**config.mk**
```make
export PLATFORM = sky130hd
export DESIGN_NAME = mem_stage
export DESIGN_NICKNAME = d
export VERILOG_FILES = /design/src/rtl/mem_stage.sv
export SDC_FILE = /design/constraint.sdc
export NUM_CORES = 1
export LEC_CHECK = 0
export ABC_AREA = 1
export CORE_MARGIN = 2
export CORE_UTILIZATION = 44
export DETAILED_ROUTE_END_ITERATION = 8
export GPL_ROUTABILITY_DRIVEN = 1
export PLACE_DENSITY = 0.8
export SYNTH_ARGS = -nofsm -noshare
export SYNTH_HDL_FRONTEND = slang
export SYNTH_SLANG_ARGS = --single-unit
```
**constraint.sdc**
```tcl
create_clock -name clock -period 5.8 [get_ports clock]
set_clock_uncertainty 0.15 [all_clocks]
set_input_delay 1.16 -clock clock [delete_from_list [all_inputs] [get_ports clock]]
set_output_delay 1.16 -clock clock [all_outputs]
set_load 0.005 [all_outputs]
```
**src/rtl/mem_stage.sv**
```systemverilog
// Memory stage of the in-order pipeline: decodes load/store accesses, drives the
// data-memory request/response handshake and produces one registered writeback per instruction.
module mem_stage #(
    parameter int MAX_WAIT = 255
) (
    input  logic        clock,
    input  logic        reset,

    input  logic        e_valid,
    input  logic [31:0] e_alu_res,
    input  logic [31:0] e_rs2_data,
    input  logic [2:0]  e_funct3,
    input  logic        e_mem_read,
    input  logic        e_mem_write,
    input  logic [4:0]  e_rd,
    input  logic        e_reg_write,
    input  logic [1:0]  e_wb_sel,
    input  logic [31:0] e_pc,
    output logic        e_ready,

    output logic        dm_req_valid,
    input  logic        dm_req_ready,
    output logic [31:0] dm_addr,
    output logic        dm_we,
    output logic [31:0] dm_wdata,
    output logic [3:0]  dm_wstrb,
    input  logic        dm_rsp_valid,
    input  logic [31:0] dm_rdata,

    output logic        w_valid,
    output logic [4:0]  w_rd,
    output logic        w_reg_write,
    output logic [31:0] w_data,
    output logic [31:0] w_pc,
    output logic        w_misaligned,
    output logic        w_bus_err
);

    localparam int CNT_W = (MAX_WAIT > 1) ? $clog2(MAX_WAIT) : 1;
    localparam logic [CNT_W-1:0] CNT_LAST = CNT_W'(MAX_WAIT - 1);

    typedef enum logic [1:0] {
        IDLE,
        REQ,
        WAIT_RSP
    } state_t;

    state_t           state_reg;
    logic [CNT_W-1:0] wait_cnt_reg;

    logic [31:0] addr_reg;
    logic [2:0]  funct3_reg;
    logic [4:0]  rd_reg;
    logic        reg_write_reg;
    logic [31:0] pc_reg;
    logic        store_reg;

    logic        e_is_mem;
    logic        e_misaligned;
    logic [3:0]  e_wstrb;
    logic [31:0] e_wdata;
    logic [31:0] e_wb_data;

    logic [7:0]  rdata_byte [4];
    logic [15:0] rdata_half [2];
    logic [7:0]  sel_byte;
    logic [15:0] sel_half;
    logic [31:0] load_data;

    assign e_ready  = (state_reg == IDLE);
    assign e_is_mem = e_mem_read | e_mem_write;

    // Unused funct3 encodings fall into the misaligned path so they never reach the bus.
    always_comb begin
        e_misaligned = 1'b0;
        if (e_mem_write) begin
            case (e_funct3)
                3'b000:  e_misaligned = 1'b0;
                3'b001:  e_misaligned = e_alu_res[0];
                3'b010:  e_misaligned = |e_alu_res[1:0];
                default: e_misaligned = 1'b1;
            endcase
        end else if (e_mem_read) begin
            case (e_funct3)
                3'b000, 3'b100: e_misaligned = 1'b0;
                3'b001, 3'b101: e_misaligned = e_alu_res[0];
                3'b010:         e_misaligned = |e_alu_res[1:0];
                default:        e_misaligned = 1'b1;
            endcase
        end
    end

    always_comb begin
        e_wstrb = 4'b1111;
        e_wdata = e_rs2_data;
        case (e_funct3[1:0])
            2'b00: begin
                e_wstrb = 4'b0001 << e_alu_res[1:0];
                e_wdata = {4{e_rs2_data[7:0]}};
            end
            2'b01: begin
                e_wstrb = 4'b0011 << e_alu_res[1:0];
                e_wdata = {2{e_rs2_data[15:0]}};
            end
            default: begin
                e_wstrb = 4'b1111;
                e_wdata = e_rs2_data;
            end
        endcase
    end

    always_comb begin
        e_wb_data = e_alu_res;
        if (e_wb_sel == 2'b10) begin
            e_wb_data = e_pc + 32'd4;
        end
    end

    genvar gi;
    generate
        for (gi = 0; gi < 4; gi++) begin : g_byte_lane
            assign rdata_byte[gi] = dm_rdata[gi*8 +: 8];
        end
        for (gi = 0; gi < 2; gi++) begin : g_half_lane
            assign rdata_half[gi] = dm_rdata[gi*16 +: 16];
        end
    endgenerate

    always_comb begin
        sel_byte  = rdata_byte[addr_reg[1:0]];
        sel_half  = rdata_half[addr_reg[1]];
        load_data = dm_rdata;
        case (funct3_reg)
            3'b000:  load_data = {{24{sel_byte[7]}}, sel_byte};
            3'b001:  load_data = {{16{sel_half[15]}}, sel_half};
            3'b100:  load_data = {24'd0, sel_byte};
            3'b101:  load_data = {16'd0, sel_half};
            default: load_data = dm_rdata;
        endcase
    end

    always_ff @(posedge clock) begin
        if (reset) begin
            state_reg    <= IDLE;
            wait_cnt_reg <= '0;
            w_valid      <= 1'b0;
            w_reg_write  <= 1'b0;
            w_misaligned <= 1'b0;
            w_bus_err    <= 1'b0;
            w_data       <= '0;
            w_pc         <= '0;
            w_rd         <= '0;
            dm_req_valid <= 1'b0;
            dm_we        <= 1'b0;
            dm_addr      <= '0;
            dm_wdata     <= '0;
            dm_wstrb     <= '0;
        end else begin
            w_valid <= 1'b0;
            case (state_reg)
                IDLE: begin
                    if (e_valid) begin
                        addr_reg      <= e_alu_res;
                        funct3_reg    <= e_funct3;
                        rd_reg        <= e_rd;
                        reg_write_reg <= e_reg_write;
                        pc_reg        <= e_pc;
                        store_reg     <= e_mem_write;
                        if (!e_is_mem) begin
                            w_valid      <= 1'b1;
                            w_rd         <= e_rd;
                            w_reg_write  <= e_reg_write;
                            w_data       <= e_wb_data;
                            w_pc         <= e_pc;
                            w_misaligned <= 1'b0;
                            w_bus_err    <= 1'b0;
                        end else if (e_misaligned) begin
                            // Faulting address is reported in w_data for the trap handler.
                            w_valid      <= 1'b1;
                            w_rd         <= e_rd;
                            w_reg_write  <= 1'b0;
                            w_data       <= e_alu_res;
                            w_pc         <= e_pc;
                            w_misaligned <= 1'b1;
                            w_bus_err    <= 1'b0;
                        end else begin
                            state_reg    <= REQ;
                            dm_req_valid <= 1'b1;
                            dm_addr      <= {e_alu_res[31:2], 2'b00};
                            dm_we        <= e_mem_write;
                            dm_wdata     <= e_mem_write ? e_wdata : 32'd0;
                            dm_wstrb     <= e_mem_write ? e_wstrb : 4'b0000;
                        end
                    end
                end
                REQ: begin
                    if (dm_req_ready) begin
                        dm_req_valid <= 1'b0;
                        if (store_reg) begin
                            state_reg    <= IDLE;
                            w_valid      <= 1'b1;
                            w_rd         <= rd_reg;
                            w_reg_write  <= 1'b0;
                            w_data       <= addr_reg;
                            w_pc         <= pc_reg;
                            w_misaligned <= 1'b0;
                            w_bus_err    <= 1'b0;
                        end else begin
                            state_reg    <= WAIT_RSP;
                            wait_cnt_reg <= '0;
                        end
                    end
                end
                WAIT_RSP: begin
                    // A response arriving on the last allowed cycle still completes the load.
                    if (dm_rsp_valid) begin
                        state_reg    <= IDLE;
                        w_valid      <= 1'b1;
                        w_rd         <= rd_reg;
                        w_reg_write  <= reg_write_reg;
                        w_data       <= load_data;
                        w_pc         <= pc_reg;
                        w_misaligned <= 1'b0;
                        w_bus_err    <= 1'b0;
                    end else if (wait_cnt_reg == CNT_LAST) begin
                        state_reg    <= IDLE;
                        w_valid      <= 1'b1;
                        w_rd         <= rd_reg;
                        w_reg_write  <= 1'b0;
                        w_data       <= addr_reg;
                        w_pc         <= pc_reg;
                        w_misaligned <= 1'b0;
                        w_bus_err    <= 1'b1;
                    end else begin
                        wait_cnt_reg <= wait_cnt_reg + CNT_W'(1);
                    end
                end
                default: state_reg <= IDLE;
            endcase
        end
    end

endmodule

```
# Word-level counts from Yosys, hierarchy flattened
# Cells that the tools add are included.
[op_classes] addsub=2 mul=0 n_div=0 order_cmp=2 eq_ne=22 n_shift=2 n_mux=84 n_bitwise=5 n_reduce_logical=16
[op_table] cell="$mux W32" count=16
[op_table] cell="$pmux W32 S3" count=2
[op_table] cell="$pmux W32 S4" count=1
[op_table] cell="$pmux W32 S2" count=1
[op_table] cell="$mux W16" count=3
[op_table] cell="$mux W8" count=6
[op_table] cell="$mux W5" count=7
[op_table] cell="$add A32 B3 Y32 const B" count=1
[op_table] cell="$mux W1" count=28
[op_table] cell="$pmux W1 S3" count=6
[op_table] cell="$bmux W8 S2" count=1
[op_table] cell="$pmux W8 S2" count=1
[op_table] cell="$pmux W5 S3" count=1
[op_table] cell="$reduce_and A5 Y1" count=3
[op_table] cell="$mux W2" count=7
[op_table] cell="$ne A2 B2 Y1 const B" count=7
[op_table] cell="$eq A3 B3 Y1 const B" count=4
[op_table] cell="$add A8 B1 Y8 const B" count=1
[op_table] cell="$eq A8 B8 Y1 const B" count=1
[op_table] cell="$pmux W4 S2" count=1
[op_table] cell="$eq A3 B1 Y1 const B" count=2
[op_table] cell="$logic_not A3 Y1" count=2
[op_table] cell="$pmux W2 S3" count=1
[op_table] cell="$reduce_and A6 Y1" count=1
[op_table] cell="22 further kinds" count=29
[word_totals] regBits=225 latchBits=0 ram_bits=0 mem_bits_ro=0 in_bits=146 out_inout_bits=144 wordCells=153 memories=0

# Logic depth before layout (Yosys ltp)
[logic_depth] word_depth=9 ltp_mapped=13 depth_no_buf=13

# Least setup slack after synthesis
# OpenSTA, ideal clock, no wires.
[synth_path] path_kind="input-to-reg" startpoint="input reset" endpoint="register addr_reg[0], enable pin" setup_ps=507 t_arrival_ps=4874 required_time_ps=5143 setup_slack_ps=270 cell_stages=5 n_path_buf=2 cell_sequence="clkbuf_1 inv_1 clkbuf_1 nand2_1 nor2_1"
[synth_via] elab_chain_len=2
[synth_rtl] item="from (decl)" line_no="7" source="input logic reset,"
[synth_rtl] item="$not A1 Y1 (no source line)"
[synth_rtl] item="$reduce_and A3 Y1 (no source line)"
[synth_rtl] item="to (signal assigned)" line_no="163" source="addr_reg <= e_alu_res;"
[synth_rtl] item="to (decl)" line_no="51" source="logic [31:0] addr_reg;"
# Every way passes these cells.
# A chain may end at the register's enable or synchronous reset.

# Final worst setup path
[layout_path] startpoint="input e_mem_write" endpoint="register w_data[8]"
[layout_via] elab_chain_len=4 elab_cells_between_ends=7 cone_classes="1 x eq/ne; 4 x mux; 1 x bitwise; 1 x reduce/logical"
[layout_rtl] item="from (decl)" line_no="14" source="input logic e_mem_write,"
[layout_rtl] item="$or A1 B1 Y1" line_no="71" source="assign e_is_mem = e_mem_read | e_mem_write;"
[layout_rtl] item="$mux W32" line_no="169" source="if (!e_is_mem) begin"
[layout_rtl] item="$mux W32" line_no="162" source="if (e_valid) begin"
[layout_rtl] item="$pmux W32 S3" line_no="160" source="case (state_reg)"
[layout_rtl] item="to (signal assigned)" line_no="173" source="w_data <= e_wb_data;"
[layout_rtl] item="to (signal assigned)" line_no="182" source="w_data <= e_alu_res;"
[layout_rtl] item="to (signal assigned)" line_no="204" source="w_data <= addr_reg;"
[layout_rtl] item="to (decl)" line_no="33" source="output logic [31:0] w_data,"
# Parallel ways exist; a longest one is shown, timed or not. The select of a mux whose other input is x is not followed.

==> flow_summary.yaml <==
worst_setup_path:
  crit_path_frequent_cell: "buf_4"
  start_kind: "primary input"
  rr_endpoint: "w_data[8]"
  cp_num_buf_inv: 5
  crit_fanout: 54
  cp.required_ns: 6.10
  r2r_slack_ns: 2.49
  slowest_delay_ns: 0.60
  worstSetupPathType: "primary input to flip-flop"
  cp.arrival_ns: 4.06
  worstPathCellList: "clkdlybuf4s50_1 -> buf_4 -> nor2_1 -> nor2_1 -> nor2_4 -> nand4_4 -> nand3_4 -> buf_4 -> inv_2 -> buf_4 -> o21ai_0 -> a21oi_1"
  r2r-start: "state_reg[1]"
  worst_path_dominant_cell_family: "buffers and inverters"
  crit_path_top_delay_cell: "inv_2"
  end_kind: "flip-flop"
  r2r_cells: 12
yosys:
  synth_top_family_by_area: "simple AND/OR/NAND/NOR gates"
  synth.area.mux_share_pct: 0
  synth-edff-count: 74
  synth_area_leaders: "dfxtp_1 28%, edfxtp_1 20%, nand2_1 12%"
  netlist.area_leader.share_pct: 27.62
  syn_area_um2: 10950
  ys_seq_area_share_pct: 47.92
  synth_fa_ha_area_share_pct: 0.8002
  synth.avg_cell_area_um2: 7.502
  synthArstFlopShare_pct: 0
  synth_area_leader_cell: "dfxtp_1"
  synthTopCellsByCount: "360 x nand2_1, 203 x nor2_1, 174 x a21oi_1, 151 x dfxtp_1, 150 x o21ai_0"
  yosys.cell_types.count: 40
  ys.flop_type: "dfxtp_1"
  yosys_warnings: 0
  synth_xor_area_share_pct: 0.5601
  synthesis.instances: 1459
  yosysMostFrequentCell: "nand2_1"
  synth_compound_area_share_pct: 19.07
  synth-simple-area-share_pct: 24.27
  ys_ff_latch: 225
final_layout:
  utilization_pct: 60.36
  fin_cells: 2042
  area_growth_syn_to_layout_pct: 34.50
  fin_nets: 1852
  fin_area_um2: 14720
  drive_above_1_share_pct: 4.252
floorplan:
  die_x_um: 161.7
  start_util_pct: 44.88
  die_h_um: 161.7
  rows: 57
  placeableCoreArea_um2: 24390
  ios: 290
  die-area_um2: 26150
clock_network:
  postCtsSetupRepairBufs: 0
  cts_made_buffers: 25
  cts-resized-gates: 0
  cts_root_buf: "clkbuf_16"
  cts_tree: "built"
  path_clk_slew_ns: 0.06
  insertion_delay_ns: 0.53
  htree_levels: 1
  cts-hold-fix-buffers: 0
  cts_buffer_depth: 3
  cts_sinks: 225
global_route:
  grt.overflow.total: 0
  grt_pass1_vias: 10643
  grt_max_degree: 96
  antenna_found_initial: 1
  grt_usage_pct: 29.04
  grt_pass1_wl_mm: 59.90
power:
  p_seq_share_pct: 41.5
  pwr-share-comb_pct: 24.0
  vdd_drop_max_v: 0.0002885
  powerDensity_nw_per_um2: 311.4
  p_clk_share_pct: 34.5
  p_switching_mw: 1.350
  p_leak_nw: 5.777
  internal_power_mw: 3.234
  sw_frac_of_total_pct: 29.45
route:
  wl_met3_mm: 3.564
  dr.first_iter.drc_count: 1186
  vias: 11151
  first_pass_iters: 6
  top_layer: "met4"
  routed_wirelength_mm: 39.17
  wl_met2_mm: 18.05
  wl_met1_mm: 16.25
  remaining_drc_errors: 0
  viasPerCell: 5.461
  ant_nets: 0
  wl_per_cell_um: 19.18
placement:
  port_buffers: 287
  dp_hpwl_mm: 28.23
  gp_congestion: 0.9210
  dp_slack_ns: 1.541
  placed_cell_area_um2: 13910
  dp.cells: 1996
timing:
  setup-violations-final: 0
  fmax_mhz: 266.2
  worst_slew_pin_slew_ns: 1.175
  fin_crit_sh_pct: 64.77
  rsz0062_at_grt: "false"
  hold_viol: 0
  drv_slew: 0
  fin_crit_ns: 3.757
  slew_headroom_pct: 21.50
  setup_tns_ns: 0
  final_critical_path_setup_slack_ns: 2.043
hold_path:
  min_path_type: "flip-flop to flip-flop"
  hold_end: "dm_wdata[8]"
  hold_depth: 2
  hp-start: "dm_wdata[8]"
flow_run:
  cap_violations: 0
status:
  status: "completed"
-- worst min-delay path: cells and delay by family (launching register included) --
family	cells	cell delay (ns)
AOI/OAI and AO/OA	1	0.06
DFF	1	0.30
and+or+nand+nor	1	0.06
-- power by group through the flow --
stage / clock, mW / combinational, mW / sequential [mW]
floorplan: 0 / 0.538 / 1.92
global placement: 0 / 1.06 / 1.93
detailed placement: 0 / 1.09 / 1.93
CTS: 1.60 / 1.09 / 1.90
global route: 1.67 / 1.20 / 1.92
finish: 1.58 / 1.10 / 1.90
-- cell usage in the layout, fill, tap and decap left out, types with 2 or more instances in the layout --
cell,n
conb_1,2
o211a_1,13
nor2_4,4
nor3_2,2
nand3_2,2
nand3_1,54
or2_2,4
bufinv_16,2
a21oi_1,174
clkbuf_1,9
edfxtp_1,74
inv_2,5
nand3b_1,7
o2111ai_1,15
ha_1,6
nor2_1,202
buf_4,12
nor3_1,5
nand4_1,4
clkinv_1,2
nand2_1,360
clkbuf_16,26
a211oi_1,2
dfxtp_1,151
clkinv_2,2
clkdlybuf4s50_1,286
nand2_2,2
o211ai_1,14
o21ai_0,150
o22ai_1,7
inv_1,94
clkbuf_8,2
o21ai_1,2
xor2_1,6
-- through the flow --
stage / power (mW) / hold slack (ns)
after global placement: 2.991 / 0.3008
after floorplan: 2.456 / 0.2873
final: 4.584 / 0.3139
after global routing: 4.784 / 0.3269
after CTS: 4.593 / 0.3149
after detailed placement: 3.015 / 0.3060
-- layout make-up --
class | instances | area [um2]
flip-flops and latches | 225 | 5245
well taps | 324 | 405.4
diodes | 1 | 2.502
inverters | 99 | 371.6
clock buffers | 37 | 711.9
repair buffers | 300 | 2978
multi-input cells | 1048 | 4913
clock inverters | 8 | 93.84
fillers | 2200 | 9669
-- per-layer routing --
| layer | up-vias | GRT usage [%] |
|---|---|---|
| met5 | - | 0 |
| met4 | 0 | 9.735 |
| met3 | 71 | 6.078 |
| met2 | 543 | 47.30 |
| met1 | 5204 | 38.72 |
| li1 | 5333 | - |
-- worst max path at each step --
stage,start,end,cells past startpoint
floorplan,reset,addr_reg[0],5
global placement,e_mem_write,w_data[7],12
CTS,e_funct3[1],w_data[8],10
detailed placement,e_funct3[1],w_data[8],10
finish,e_mem_write,w_data[8],12
global route,e_funct3[1],w_data[8],10
-- cells by family (layout without fill, tap and decap cells) --
| kind of cell | Yosys count | in the layout |
|---|---|---|
| compound gates | 381 | 381 |
| buf+inv | 187 | 444 |
| fa+ha+maj | 7 | 7 |
| other cells | 1 | 3 |
| xor+xnor | 7 | 7 |
| flops | 225 | 225 |
| simple gates | 651 | 651 |
Power figures use the tool's default switching activity.
